[src/rtl/fft_pkg.sv]
// Shared definitions for the streaming radix-2 SDF FFT stages.
package fft_pkg;

  localparam int TW_FRAC_DEF = 6;

  typedef enum logic {
    LOAD_DRAIN = 1'b0,
    BFLY       = 1'b1
  } half_e;

  typedef enum logic [1:0] {
    SAT_NONE = 2'd0,
    SAT_HI   = 2'd1,
    SAT_LO   = 2'd2
  } sat_e;

  // Reports whether x falls outside the signed range of a w-bit word.
  function automatic sat_e sat_chk(input logic signed [63:0] x, input int w);
    logic signed [63:0] hi;
    logic signed [63:0] lo;
    hi = (64'sd1 <<< (w - 1)) - 64'sd1;
    lo = -hi - 64'sd1;
    if (x > hi) return SAT_HI;
    if (x < lo) return SAT_LO;
    return SAT_NONE;
  endfunction

endpackage

[src/rtl/cmul_sat.sv]
// Combinational complex multiply by a fixed-point twiddle, arithmetic shift
// down by the twiddle fraction, then saturation to the output word.
module cmul_sat
  import fft_pkg::*;
#(
  parameter int DW_OUT  = 18,
  parameter int TW_W    = 8,
  parameter int TW_FRAC = TW_FRAC_DEF
) (
  input  logic signed [DW_OUT-1:0] b_r,
  input  logic signed [DW_OUT-1:0] b_i,
  input  logic signed [TW_W-1:0]   tw_r,
  input  logic signed [TW_W-1:0]   tw_i,
  output logic signed [DW_OUT-1:0] p_r,
  output logic signed [DW_OUT-1:0] p_i
);

  localparam int PW = DW_OUT + TW_W + 1;
  localparam logic signed [DW_OUT-1:0] MAX_V = {1'b0, {(DW_OUT-1){1'b1}}};
  localparam logic signed [DW_OUT-1:0] MIN_V = {1'b1, {(DW_OUT-1){1'b0}}};

  logic signed [PW-1:0] br_x, bi_x, twr_x, twi_x;
  logic signed [PW-1:0] pr_sh, pi_sh;
  sat_e sat_r, sat_i;

  always_comb begin
    br_x  = PW'(b_r);
    bi_x  = PW'(b_i);
    twr_x = PW'(tw_r);
    twi_x = PW'(tw_i);
    // PW holds the full-precision sum of two products without overflow.
    pr_sh = (br_x * twr_x - bi_x * twi_x) >>> TW_FRAC;
    pi_sh = (br_x * twi_x + bi_x * twr_x) >>> TW_FRAC;
    sat_r = sat_chk(64'(pr_sh), DW_OUT);
    sat_i = sat_chk(64'(pi_sh), DW_OUT);
    p_r = (sat_r == SAT_HI) ? MAX_V : (sat_r == SAT_LO) ? MIN_V : pr_sh[DW_OUT-1:0];
    p_i = (sat_i == SAT_HI) ? MAX_V : (sat_i == SAT_LO) ? MIN_V : pi_sh[DW_OUT-1:0];
  end

endmodule

[src/rtl/sdf_r2_stage.sv]
// Radix-2 single-path delay-feedback FFT stage: delay line, frame counter,
// optional twiddle multiply on the drained differences, registered output.
module sdf_r2_stage
  import fft_pkg::*;
#(
  parameter int DW_IN   = 17,
  parameter int DW_OUT  = 18,
  parameter int DEPTH   = 16,
  parameter int TW_W    = 8,
  parameter int TW_FRAC = TW_FRAC_DEF,
  parameter int MUL_EN  = 1
) (
  input  logic                       clk,
  input  logic                       rst,
  input  logic                       in_valid,
  input  logic                       flush,
  input  logic signed [DW_IN-1:0]    in_r,
  input  logic signed [DW_IN-1:0]    in_i,
  output logic [$clog2(DEPTH)-1:0]   tw_idx,
  input  logic signed [TW_W-1:0]     tw_r,
  input  logic signed [TW_W-1:0]     tw_i,
  output logic                       out_valid,
  output logic signed [DW_OUT-1:0]   out_r,
  output logic signed [DW_OUT-1:0]   out_i
);

  localparam int IW = $clog2(DEPTH);
  localparam int CW = IW + 1;

  logic [CW-1:0] cnt_reg, cnt_next;
  logic pending_reg, pending_next;
  logic seen_reg, seen_next;
  logic signed [DW_OUT-1:0] dl_r_reg [DEPTH];
  logic signed [DW_OUT-1:0] dl_i_reg [DEPTH];

  logic adv, wrap, emit;
  half_e half;
  logic signed [DW_OUT-1:0] a_r, a_i, b_r, b_i;
  logic signed [DW_OUT-1:0] d_r, d_i, ent_r, ent_i, res_r, res_i;

  generate
    if (MUL_EN != 0) begin : g_mul
      cmul_sat #(
        .DW_OUT (DW_OUT),
        .TW_W   (TW_W),
        .TW_FRAC(TW_FRAC)
      ) u_cmul (
        .b_r (b_r),
        .b_i (b_i),
        .tw_r(tw_r),
        .tw_i(tw_i),
        .p_r (d_r),
        .p_i (d_i)
      );
    end else begin : g_bypass
      assign d_r = b_r;
      assign d_i = b_i;
    end
  endgenerate

  always_comb begin
    adv    = in_valid | flush;
    half   = half_e'(cnt_reg[CW-1]);
    wrap   = (cnt_reg == CW'(2 * DEPTH - 1));
    tw_idx = cnt_reg[IW-1:0];
    a_r    = in_valid ? DW_OUT'(in_r) : '0;
    a_i    = in_valid ? DW_OUT'(in_i) : '0;
    b_r    = dl_r_reg[DEPTH-1];
    b_i    = dl_i_reg[DEPTH-1];
    cnt_next = cnt_reg + CW'(1);
    // A frame made only of flush cycles leaves nothing to drain next time.
    seen_next    = wrap ? 1'b0 : (seen_reg | in_valid);
    pending_next = wrap ? (seen_reg | in_valid) : pending_reg;
    ent_r = a_r;
    ent_i = a_i;
    res_r = d_r;
    res_i = d_i;
    emit  = pending_reg;
    if (half == BFLY) begin
      res_r = b_r + a_r;
      res_i = b_i + a_i;
      ent_r = b_r - a_r;
      ent_i = b_i - a_i;
      emit  = 1'b1;
    end
  end

  always_ff @(posedge clk) begin
    if (rst) begin
      cnt_reg     <= '0;
      pending_reg <= 1'b0;
      seen_reg    <= 1'b0;
      out_valid   <= 1'b0;
      out_r       <= '0;
      out_i       <= '0;
    end else begin
      out_valid <= adv & emit;
      if (adv) begin
        cnt_reg     <= cnt_next;
        pending_reg <= pending_next;
        seen_reg    <= seen_next;
        if (emit) begin
          out_r <= res_r;
          out_i <= res_i;
        end
      end
    end
  end

  always_ff @(posedge clk) begin
    if (rst) begin
      for (int k = 0; k < DEPTH; k++) begin
        dl_r_reg[k] <= '0;
        dl_i_reg[k] <= '0;
      end
    end else if (adv) begin
      dl_r_reg[0] <= ent_r;
      dl_i_reg[0] <= ent_i;
      for (int k = 1; k < DEPTH; k++) begin
        dl_r_reg[k] <= dl_r_reg[k-1];
        dl_i_reg[k] <= dl_i_reg[k-1];
      end
    end
  end

endmodule

[config.mk]
export PLATFORM = sky130hd
export DESIGN_NAME = sdf_r2_stage
export DESIGN_NICKNAME = d
export VERILOG_FILES = /design/src/rtl/fft_pkg.sv /design/src/rtl/cmul_sat.sv /design/src/rtl/sdf_r2_stage.sv
export SDC_FILE = /design/constraint.sdc
export NUM_CORES = 2
export LEC_CHECK = 0
export BUFFER_PORTS_ARGS = -buffer_cell sky130_fd_sc_hd__buf_4
export CAP_MARGIN = 40
export CELL_PAD_IN_SITES_DETAIL_PLACEMENT = 1
export CELL_PAD_IN_SITES_GLOBAL_PLACEMENT = 2
export CORE_MARGIN = 2
export CORE_UTILIZATION = 47
export DETAILED_ROUTE_END_ITERATION = 8
export GPL_TIMING_DRIVEN = 0
export PLACE_DENSITY = 0.92
export SYNTH_ARGS = -nofsm -noshare
export SYNTH_HDL_FRONTEND = slang
export SYNTH_HIERARCHICAL = 1
export SYNTH_SLANG_ARGS = --single-unit
[constraint.sdc]
create_clock -name clk -period 37.9 [get_ports clk]
set_clock_uncertainty 0.1 [all_clocks]
set_input_delay 7.58 -clock clk [delete_from_list [all_inputs] [get_ports clk]]
set_output_delay 7.58 -clock clk [all_outputs]
set_load 0.005 [all_outputs]
; Word level (Yosys, flattened, before mapping)
; Memory sizes are Yosys's and may differ from the RTL's.
; Cells that the tools add are included.
[word_totals]
latchBits = 0
mem_bits_rw = 576
inputBits = 54
regBits = 44
word_cells = 128
n_memories = 2
output_inout_bits = 41
romBits = 0
[memory_table]
columns = memory, depth, width, read_ports, rd_clocked_by_memory_dff, write_ports, line_no
row1 = dl_i_reg, 16, 18, 16, 0, 16, sdf_r2_stage.sv:34  ; logic signed [DW_OUT-1:0] dl_i_reg [DEPTH];
row2 = dl_r_reg, 16, 18, 16, 0, 16, sdf_r2_stage.sv:33  ; logic signed [DW_OUT-1:0] dl_r_reg [DEPTH];
[op_classes]
multipliers = 4
addsub = 7
bitwise = 35
magnitude_cmp = 4
eq_ne = 5
mux = 63
n_reduce_logical = 2
n_div = 0
n_shift = 0
[op_table]
columns = op, count
row1 = $mux 18, 42
row2 = $mul 18x8->26, 4
row3 = $gt 21x18->1 const B, 2
row4 = $lt 21x18->1 const B, 2
row5 = $add 18x18->18, 2
row6 = $sub 18x18->18, 2
row7 = $or 1x1->1, 34
row8 = $add 26x26->27, 1
row9 = $sub 26x26->27, 1
row10 = $mux 2, 8
row11 = $mux 1, 13
row12 = $add 5x1->5 const B, 1
row13 = $eq 5x5->1 const B, 1
row14 = $eq 2x1->1 const B, 2
row15 = $eq 2x2->1 const B, 2
row16 = $reduce_and 2->1, 2
row17 = $and 1x1->1, 1

; Longest topological paths before layout
[depth]
ltp_word = 11
depth_mapped = 29
depth_no_buf = 26

; Hierarchy
; The synthesis kept the hierarchy.
[by_module_without_submodules]
columns = mod, area_each_um2, cells_each, instances
row1 = sdf_r2_stage, 26839.5, 2036, 1
row2 = cmul_sat, 21309.2, 2414, 1

; Least setup slack after synthesis
; No wires, ideal clock.
[synth_path]
path_kind = input to register
startpoint = input in_valid
endpoint = memory dl_i_reg[0][0], enable pin
cell_stages = 3
path_slack_ps = 16406
path_buffers = 2
t_arrival_ps = 20415
cell_sequence = clkbuf_1 > clkbuf_1 > or3_1
[synth_lines]
columns = element, line_no
row1 = from (decl), sdf_r2_stage.sv:15  ; input logic in_valid,
row2 = to (decl), sdf_r2_stage.sv:34

; Worst setup path after layout
[layout_path]
startpoint = input tw_i[4]
endpoint = register out_i[9]
[layout_via]
elab_chain_cells = 11
[layout_lines]
columns = element, line_no
row1 = from (decl), sdf_r2_stage.sv:21  ; input logic signed [TW_W-1:0] tw_i,
row2 = $mul 18x8->26 *, cmul_sat.sv:33  ; pi_sh = (br_x * twi_x + bi_x * twr_x) >>> TW_FRAC;
row3 = $add 26x26->27 *, cmul_sat.sv:33
row4 = $lt 21x18->1, fft_pkg.sv:24  ; if (x < lo) return SAT_LO;
row5 = $mux 1 (2 in a row), fft_pkg.sv:24
row6 = $mux 2, fft_pkg.sv:25  ; return SAT_NONE;
row7 = $mux 2, fft_pkg.sv:24
row8 = $eq 2x2->1, cmul_sat.sv:37  ; p_i = (sat_i == SAT_HI) ? MAX_V : (sat_i == SAT_LO) ? MIN_V : pi_sh[DW_OUT-1:0];
row9 = $mux 18, cmul_sat.sv:37
row10 = $mux 18 *, cmul_sat.sv:37
row11 = named net d_i[9], sdf_r2_stage.sv:39  ; logic signed [DW_OUT-1:0] d_r, d_i, ent_r, ent_i, res_r, res_i;
row12 = $mux 18 *, sdf_r2_stage.sv:79  ; if (half == BFLY) begin
row13 = to (signal assigned), sdf_r2_stage.sv:104  ; out_i <= res_i;
row14 = to (decl), sdf_r2_stage.sv:24  ; output logic signed [DW_OUT-1:0] out_i
; The timed path passes the listed nets; every way through them passes the cells marked *. The select of a mux whose other input is x is not followed.
; A chain may end at the register's enable or synchronous reset.

==> results.py <==
metrics = {
    "route": {
        "drtIter0Drc": 2424,
        "wire_per_inst_um": 23.9,
        "vias": 32700,
        "vias_per_cell": 5.40,
        "drc": 0,
        "drt_wl_total_um": 145000,
        "final_antenna_net_count": 0,
        "drtPass1Iterations": 5,
    },
    "worst_setup_path": {
        "crit_path_max_fanout": 10,
        "cp_slowest_cell": "clkbuf_1",
        "arrival_ps": 16010,
        "critPathLaunchType": "input port",
        "critPathKind": "input port to flop",
        "critPathRequiredTime_ps": 38360,
        "cpPeakStageDelay_ps": 750,
        "endpoint_kind": "flop",
        "cpMostUsedCell": "fa_1",
    },
    "placed_design": {
        "dp.cells": 5930,
        "hpwl_um": 113000,
        "pre_cts_slack_ps": 21940,
        "port-buffer-count": 87,
        "placed_cell_area_um2": 51000,
        "gp_congestion": 0.934,
    },
    "timing": {
        "slew_viol_final": 0,
        "rsz0062_at_grt": "no",
        "fin_ws_ps": 22350,
        "fmax_mhz": 64.3,
        "hold_violations": 0,
        "period_share_pct": 41.0,
        "setup_viol": 0,
        "slew_headroom_pct": 33.9,
        "fin_tns_setup_ps": 0,
        "period_needed_ps": 15550,
        "worst_pin_slew_ps": 991,
    },
    "cells_and_area": {
        "fillCellCount": 11000,
        "drive_gt1_share_pct": 5.98,
        "design_area_um2": 53200,
        "final_nets": 5473,
        "syn2layout_area_growth_pct": 10.5,
        "final_cells": 6056,
    },
    "flow_run": {
        "maxCapViolCount": 0,
    },
    "synthesis": {
        "synth.avg_cell_area_um2": 10.8,
        "synth_edf_count": 576,
        "dominantRegCellSynth": "edfxtp_1",
        "synth_cell_types": 81,
        "synthCells": 4450,
        "synth.cell_area_um2": 48100,
        "syn_nets": 5290,
        "yosysWarnings": 6,
        "ys_seq_area_share_pct": 37.8,
        "synth-seq-cells": 620,
        "ys_async_sr_fraction_pct": 0,
    },
    "cts": {
        "cts.sinks": 620,
        "post_cts_buffers": 0,
        "htreeDepth": 3,
        "clock_path_buffers": 3,
        "cts-root-buf": "clkbuf_16",
        "clock_latency_ps": 610,
        "cts_tree": "built",
        "clkTransAtPathRegs_ps": 60,
        "ctsResizeCount": 0,
        "cts_inserted_buffers": 68,
        "postCtsHoldBufs": 0,
    },
    "hold_path": {
        "hp-class": "flop to flop",
    },
    "grt": {
        "first_global_vias": 36300,
        "grt_max_degree": 69,
        "gr-total-overflow": 0,
        "grt.total_usage_pct": 28.5,
        "grt_antenna_before_repair": 14,
        "grt_pass1_wl_um": 220000,
    },
    "floorplan": {
        "die_area_um2": 105000,
        "num_rows": 117,
        "die_w_um": 324,
        "io_pins": 95,
        "coreArea_um2": 102000,
        "start_util_pct": 47.3,
        "die_y_um": 324,
    },
    "run_status": {
        "outcome": "finished, final reports clean",
    },
}
## stage by stage
stage	hold WS (ps)	util, %
global placement	349	49.6
global route	403	52.3
finish	368	52.3
detailed placement	358	50.1
floorplan	353	-
CTS	366	52.3
## critical path: cells and delay by family
| kind | cells | cell delay, ps |
|---|---|---|
| AOI/OAI and AO/OA | 5 | 1270 |
| adders and majority gates | 7 | 3130 |
| buffers and inverters | 8 | 2170 |
| and+or+nand+nor | 7 | 1870 |
## synth_stat cells (all sizes together), types with 12 or more instances
library cell	count	area, um^2
dfxtp	44	881
fa	561	11200
o21ai	75	383
o21a	30	225
nor2	209	785
a21oi	147	751
nor3	25	135
edfxtp	576	17300
clkbuf	192	722
and2	607	3800
ha	225	2820
xnor2	90	788
nand2	342	1280
nand3	25	125
nand2b	41	259
and3	12	75.1
a31oi	12	75.1
a211oi	29	218
inv	722	2710
or3	13	81.3
nor2b	221	1380
xor2	31	272
a21o	21	158
buf	38	213
a311oi	12	105
## cells in the final DEF (no fill, tap or decap), types with 10 or more instances in the layout
| cell type | n |
|---|---|
| or3_1 | 12 |
| clkbuf_16 | 71 |
| fa_1 | 561 |
| xnor2_1 | 90 |
| nor2b_1 | 221 |
| buf_16 | 12 |
| nor2_1 | 209 |
| a21o_1 | 21 |
| and2_1 | 606 |
| xor2_1 | 31 |
| ha_1 | 225 |
| o21bai_1 | 11 |
| nand4_1 | 10 |
| and3_1 | 12 |
| a211oi_1 | 29 |
| buf_2 | 20 |
| o21a_1 | 30 |
| nor3_1 | 23 |
| buf_4 | 93 |
| a21oi_1 | 143 |
| edfxtp_1 | 576 |
| nand2b_1 | 40 |
| a31oi_1 | 12 |
| nand3_1 | 25 |
| clkinv_1 | 13 |
| o21ai_0 | 71 |
| buf_6 | 13 |
| clkbuf_1 | 208 |
| a311oi_1 | 12 |
| nand2_1 | 342 |
| inv_1 | 722 |
| dfxtp_1 | 44 |
## kinds of logic after synthesis
kind of cell,count (synthesis),share of synthesized area [%]
buf+inv,952,7.57
xor+xnor,121,2.20
flops,620,37.8
mux,11,0.234
fa+ha+maj,786,29.2
simple gates,1535,17.1
compound gates,425,6.01
## path summary, 6_finish.rpt
| path | startpoint | endpoint | slack, ps | cells after the start |
|---|---|---|---|---|
| setup reg to reg | dl_r_reg[0][287] | out_i[9] | 28970 | 26 |
| setup / recovery | tw_i[4] | out_i[9] | 22350 | 27 |
| hold / removal | out_r[8] | out_r[8] | 370 | 2 |
| hold reg to reg | out_r[8] | out_r[8] | 370 | 2 |
## layer usage
layer / vias to the layer above / routed length (um) / GRT usage, %
met5: - / 44 / 0
met4: 6 / 7950 / 13.7
met3: 332 / 10200 / 6.17
met2: 1046 / 70900 / 48.3
met1: 16900 / 55800 / 34.7
li1: 14400 / - / -
## layout make-up
class | instances | area [um^2] | area share, %
diodes | 2 | 5.00 | 0.00941
plain buffers | 230 | 935 | 1.76
clock buffers | 92 | 1880 | 3.54
clock inverters | 31 | 270 | 0.508
inverters | 722 | 2710 | 5.09
multi-input cells | 2878 | 26300 | 49.5
flip-flops and latches | 620 | 18200 | 34.2
well taps | 1368 | 1710 | 3.22
repair buffers | 113 | 1180 | 2.21
Power is not shown: default switching activity piles up to over one toggle a cycle in this logic, so the estimate is an artifact.
